[src/rtl/int_div_pkg.sv]
// Shared types and helpers for the sequential signed divider.
package int_div_pkg;

  typedef enum logic [1:0] {IDLE, CALC, DONE} div_state_t;

  // Two's-complement magnitude; callers sign-extend into 64 bits and truncate the result.
  function automatic logic [63:0] abs_val(input logic signed [63:0] v);
    return v[63] ? 64'(-v) : 64'(v);
  endfunction

endpackage

[src/rtl/div_step.sv]
// One restoring-division iteration: shift in a dividend bit, trial-subtract, keep or restore.
module div_step #(
  parameter int unsigned N = 32
) (
  input  logic [N:0]   i_prem,
  input  logic         i_msb,
  input  logic [N-1:0] i_divisor,
  output logic [N:0]   o_prem,
  output logic         o_qbit
);

  logic [N+1:0] w_shift;
  logic [N+1:0] w_diff;

  assign w_shift = {i_prem, i_msb};
  assign w_diff  = w_shift - {2'b00, i_divisor};
  assign o_qbit  = ~w_diff[N+1];
  assign o_prem  = o_qbit ? w_diff[N:0] : w_shift[N:0];

endmodule

[src/rtl/integer_divider_seq.sv]
// Sequential signed N-bit divider: radix-2 restoring on magnitudes, sign fix-up on entry to DONE.
module integer_divider_seq
  import int_div_pkg::*;
#(
  parameter int unsigned N = 32
) (
  input  logic         i_clk,
  input  logic         i_rst,
  input  logic         i_start,
  input  logic [N-1:0] i_int_dividend,
  input  logic [N-1:0] i_int_divisor,
  output logic         o_busy,
  output logic         o_done,
  output logic [N-1:0] o_int_quotient,
  output logic [N-1:0] o_int_remainder,
  output logic         o_flag_div_zero,
  output logic         o_flag_overflow
);

  localparam int unsigned CntW = $clog2(N) + 1;
  localparam logic [CntW-1:0] LastIter = CntW'(N - 1);

  div_state_t r_state, w_state_next;

  logic [N:0]      r_prem;
  logic [N-1:0]    r_a;     // dividend magnitude, shifted out while quotient bits shift in
  logic [N-1:0]    r_b;
  logic [CntW-1:0] r_cnt;
  logic            r_qneg, r_rneg, r_ovf;
  logic [N-1:0]    r_quot, r_rem;
  logic            r_fdz, r_fovf;

  logic         w_accept, w_div0, w_last, w_qbit;
  logic [N:0]   w_prem_next;
  logic [N-1:0] w_qmag, w_rmag;

  assign w_accept = i_start && (r_state != CALC);
  assign w_div0   = (i_int_divisor == '0);
  assign w_last   = (r_cnt == LastIter);
  assign w_qmag   = {r_a[N-2:0], w_qbit};
  assign w_rmag   = w_prem_next[N-1:0];

  div_step #(.N(N)) u_step (
    .i_prem    (r_prem),
    .i_msb     (r_a[N-1]),
    .i_divisor (r_b),
    .o_prem    (w_prem_next),
    .o_qbit    (w_qbit)
  );

  always_comb begin
    w_state_next = r_state;
    unique case (r_state)
      IDLE, DONE: begin
        if (w_accept) begin
          w_state_next = w_div0 ? DONE : CALC;
        end else begin
          w_state_next = IDLE;
        end
      end
      CALC: begin
        if (w_last) begin
          w_state_next = DONE;
        end
      end
      default: w_state_next = IDLE;
    endcase
  end

  always_ff @(posedge i_clk) begin
    if (i_rst) begin
      r_state <= IDLE;
      r_prem  <= '0;
      r_a     <= '0;
      r_b     <= '0;
      r_cnt   <= '0;
      r_qneg  <= 1'b0;
      r_rneg  <= 1'b0;
      r_ovf   <= 1'b0;
      r_quot  <= '0;
      r_rem   <= '0;
      r_fdz   <= 1'b0;
      r_fovf  <= 1'b0;
    end else begin
      r_state <= w_state_next;
      if (w_accept) begin
        r_a    <= N'(abs_val(64'($signed(i_int_dividend))));
        r_b    <= N'(abs_val(64'($signed(i_int_divisor))));
        r_prem <= '0;
        r_cnt  <= '0;
        r_qneg <= i_int_dividend[N-1] ^ i_int_divisor[N-1];
        r_rneg <= i_int_dividend[N-1];
        r_ovf  <= (i_int_dividend == {1'b1, {(N-1){1'b0}}}) && (&i_int_divisor);
        r_fovf <= 1'b0;
        // Divide-by-zero skips CALC, so its results land on the accepting edge itself.
        if (w_div0) begin
          r_quot <= '1;
          r_rem  <= i_int_dividend;
          r_fdz  <= 1'b1;
        end else begin
          r_quot <= '0;
          r_rem  <= '0;
          r_fdz  <= 1'b0;
        end
      end else if (r_state == CALC) begin
        r_prem <= w_prem_next;
        r_a    <= w_qmag;
        r_cnt  <= r_cnt + CntW'(1);
        if (w_last) begin
          r_quot <= r_qneg ? -w_qmag : w_qmag;
          r_rem  <= r_rneg ? -w_rmag : w_rmag;
          r_fovf <= r_ovf;
        end
      end
    end
  end

  assign o_busy          = (r_state == CALC);
  assign o_done          = (r_state == DONE);
  assign o_int_quotient  = r_quot;
  assign o_int_remainder = r_rem;
  assign o_flag_div_zero = r_fdz;
  assign o_flag_overflow = r_fovf;

endmodule

[config.mk]
export PLATFORM = sky130hd
export DESIGN_NAME = integer_divider_seq
export DESIGN_NICKNAME = d
export VERILOG_FILES = /design/src/rtl/int_div_pkg.sv /design/src/rtl/div_step.sv /design/src/rtl/integer_divider_seq.sv
export SDC_FILE = /design/constraint.sdc
export NUM_CORES = 1
export LEC_CHECK = 0
export CORE_MARGIN = 5
export CORE_UTILIZATION = 35
export DETAILED_ROUTE_END_ITERATION = 8
export PLACE_DENSITY = 0.53
export SYNTH_ARGS = -nofsm -noshare
export SYNTH_HDL_FRONTEND = slang
export SYNTH_SLANG_ARGS = --single-unit
[constraint.sdc]
create_clock -name i_clk -period 5.55 [get_ports i_clk]
set_input_delay 1.11 -clock i_clk [delete_from_list [all_inputs] [get_ports i_clk]]
set_output_delay 1.11 -clock i_clk [all_outputs]
set_load 0.02 [all_outputs]
==> qor.csv <==
metric,value,unit
cts-hold-fix-buffers,0,
gp_congestion,0.868,
syn-num-nets,1659,
hold_start,o_flag_div_zero$_SDFFE_PP0P_,
ant_nets,0,
grt.overflow.total,0,
yosysTopAreaCellShare,29.0,%
finalSetupViolCount,0,
status,"complete, no violations",
worst_slew_pin_slew,1200,ps
hp-class,flip-flop to flip-flop,
clk_latency,450,ps
drv_cap,0,
yosysWarnings,0,
whs_endpoint,o_flag_div_zero$_SDFFE_PP0P_,
cts_buffers,17,
placed_cell_area,13700,µm²
routedWlPerCell,21.0,µm
cpMaxStageDelayCell,ha_1,
use_met3,3.74,%
clk_pin_slew,70,ps
path_cells,ha_1 > a211oi_1 > o21ba_2 > nor4_1 > buf_4 > o31ai_2 > and4_1 > nor2_8 > inv_4 > nor2_1 > a21oi_1 > ha_1 > inv_1 > nor4_1 > nand3_1 > mux2i_1 > nand4_2 > o21ai_0 > xnor2_1 > a2111oi_2,
synth_cell_types,83,
placed_cells,2060,
cts_root_buf,clkbuf_16,
async_flop_share,0,%
cpLargestDelayFamily,compound AO/OA/AOI/OAI gates,
cts.path.max_buffers,2,
syn_avg_cell_area,7.74,µm²
slew_headroom,19.9,%
period_share,87.2,%
critPathMaxFanout,9,
synth_top_flop_cell,dfxtp_1,
ff2ff_path_depth,20,
cts_tree,yes,
synth_edf_count,0,
rsz0062_at_grt,no,
wirelength,44000,µm
synthToLayoutAreaGrowth,19.3,%
leakagePower,5.21,nW
slew_violations,0,
synth-seq-cells,174,
synth_top_area_cell,dfxtp_1,
synth-seq-area-share,29.0,%
synth_area,12000,µm²
drive_above_1_share,6.03,%
ff2ff_setup_slack,710,ps
startpoint_type,flip-flop,
use_met2,35.3,%
io_buffers,134,
crit_buf_inv,3,
viasPerCell,5.69,
max_stage_delay,420,ps
hpwl,32800,µm
via_count,11902,
tns,0,ps
drc,0,
required,5890,ps
critPathKind,flip-flop to flip-flop,
grt.busiest_layer,met2,
cts_max_level,4,
finClkSkew,9.87,ps
hold_violations,0,
post_cts_resized,0,
grt_pass1_vias,11503,
p_per_area,318,nW/µm²
postCtsSetupRepairBufs,0,
grt_max_degree,92,
use_met1,32.0,%
end_kind,flip-flop,
worst_slack,713,ps
whs_path_depth,2,
peakVddDrop,0.000196,V
layout_min_cycle_time,4840,ps
antenna_found_initial,2,
final_nets,1737,
place_ws,504,ps
ioPinCount,135,
stdcell_area,14300,µm²
grt_pass1_wl,68500,µm
ys_top_cells_by_area,"dfxtp_1 29%, nor2_1 6.7%, a211oi_1 6.6%",
die_area,38100,µm²
grt.total_usage,22.5,%
max_freq,207,MHz
start_util,35.7,%
crit-reg2reg-launch,r_prem[5]$_SDFFE_PP0P_,
cts_sinks,174,
synthCells,1553,
drtPass1Iterations,7,
die_h,195,µm
cp.arrival,5180,ps
drt_iter0_drc,912,
rr_endpoint,o_int_remainder[26]$_SDFFE_PP0P_,
rows,67,
layoutNonFillerInstCount,2091,
design.core.area,33700,µm²
total_power,4.56,mW
dieWidth,195,µm
-- metrics by stage --
stage | hold WS [ps] | utilization [%]
2_1_floorplan | 425 | -
3_3_place_gp | 448 | 40.7
3_5_place_dp | 452 | 40.7
4_1_cts | 464 | 42.5
5_1_grt | 507 | 42.5
6_report | 463 | 42.5
-- worst register-to-register path, delay by kind of cell, from the launching register on --
kind                     cells  cell delay [ps]
adder cells (fa/ha/maj)      2              680
XOR/XNOR                     1              120
AND/OR/NAND/NOR              7             1210
buffers and inverters        3              340
flip-flops                   1              350
multiplexers                 1              330
AO/OA/AOI/OAI                6             1700
-- state kept, by name (all words and copies together), names as in the netlist --
signal / flops
o_flag_overflow: 1
r_a: 32
o_int_quotient: 32
o_int_remainder: 32
r_prem: 33
r_state: 2
r_rneg: 1
r_b: 32
o_flag_div_zero: 1
r_ovf: 1
r_qneg: 1
r_cnt: 6
-- worst max-delay path by stage --
| stage | end | start | depth (start not counted) |
|---|---|---|---|
| 5_1_grt | o_int_remainder[30]$_SDFFE_PP0P_ | r_prem[5]$_SDFFE_PP0P_ | 20 |
| 3_5_place_dp | r_a[31]$_SDFFE_PP0P_ | i_int_dividend[6] | 8 |
| 4_1_cts | o_int_remainder[26]$_SDFFE_PP0P_ | r_prem[5]$_SDFFE_PP0P_ | 20 |
| 6_report | o_int_remainder[26]$_SDFFE_PP0P_ | r_prem[5]$_SDFFE_PP0P_ | 20 |
| 3_3_place_gp | r_a[31]$_SDFFE_PP0P_ | i_int_dividend[8] | 8 |
| 2_1_floorplan | o_int_remainder[30]$_SDFFE_PP0P_ | r_prem[3]$_SDFFE_PP0P_ | 23 |
-- cells by family (layout without fill, tap and decap cells) --
| kind of cell | count (synthesis) | in the layout | synth area share, % |
|---|---|---|---|
| and+or+nand+nor | 510 | 510 | 20.0 |
| AOI/OAI and AO/OA | 491 | 491 | 28.1 |
| DFF | 174 | 174 | 29.0 |
| buffers and inverters | 156 | 245 | 5.07 |
| xor gates and xnor gates | 148 | 148 | 10.8 |
| adders and majority gates | 39 | 39 | 4.12 |
| muxes | 35 | 35 | 2.95 |
| other | 0 | 1 | 0 |
-- synthesized netlist by cell type, types with 13 or more instances --
library cell,instances
a2111oi_0,13
a211oi_1,106
a21o_1,17
a21oi_1,141
clkbuf_1,75
dfxtp_1,174
ha_1,38
inv_1,51
mux2i_1,32
nand2_1,99
nand3_1,19
nand4_1,15
nor2_1,214
nor3_1,56
nor4_1,20
o21ai_0,75
o31ai_1,29
o41ai_1,17
or3_1,24
xnor2_1,62
xor2_1,86
-- power by group --
group	total, mW	internal, mW	leakage (nW)	switching [mW]
logic	1.81	0.676	3.50	1.14
clock network	1.32	0.718	0.284	0.599
registers	1.43	1.34	1.43	0.0962
total	4.56	2.73	5.21	1.83
-- metal layers --
layer / share of wire [%] / wire (µm) / up-vias
met5: 0 / 0 / -
met4: 2.3 / 994 / 0
met3: 6.0 / 2640 / 65
met2: 45 / 19700 / 365
met1: 47 / 20600 / 5641
li1: - / - / 5831
-- cells in the final DEF, fill, tap and decap left out, types with 13 or more instances in the layout --
master / netlist / layout
a2111oi_0: 13 / 13
a211oi_1: 106 / 106
a21o_1: 17 / 17
a21oi_1: 141 / 141
buf_4: 1 / 28
clkbuf_16: 0 / 17
clkdlybuf4s50_1: 0 / 132
dfxtp_1: 174 / 174
ha_1: 38 / 38
inv_1: 51 / 51
mux2i_1: 32 / 32
nand2_1: 99 / 98
nand3_1: 19 / 19
nand4_1: 15 / 15
nor2_1: 214 / 213
nor3_1: 56 / 55
nor4_1: 20 / 20
o21ai_0: 75 / 74
o31ai_1: 29 / 29
o41ai_1: 17 / 17
or3_1: 24 / 24
xnor2_1: 62 / 62
xor2_1: 86 / 86
-- final cells by class --
type	instances	area, µm²
flip-flops and latches	174	3480
diodes	1	2.50
fillers	3456	19400
multi-input cells	1223	7940
well taps	448	561
inverters	54	206
clock inverters	13	180
repair buffers	161	1540
clock buffers	17	425
(Power assumes the default switching activity.)
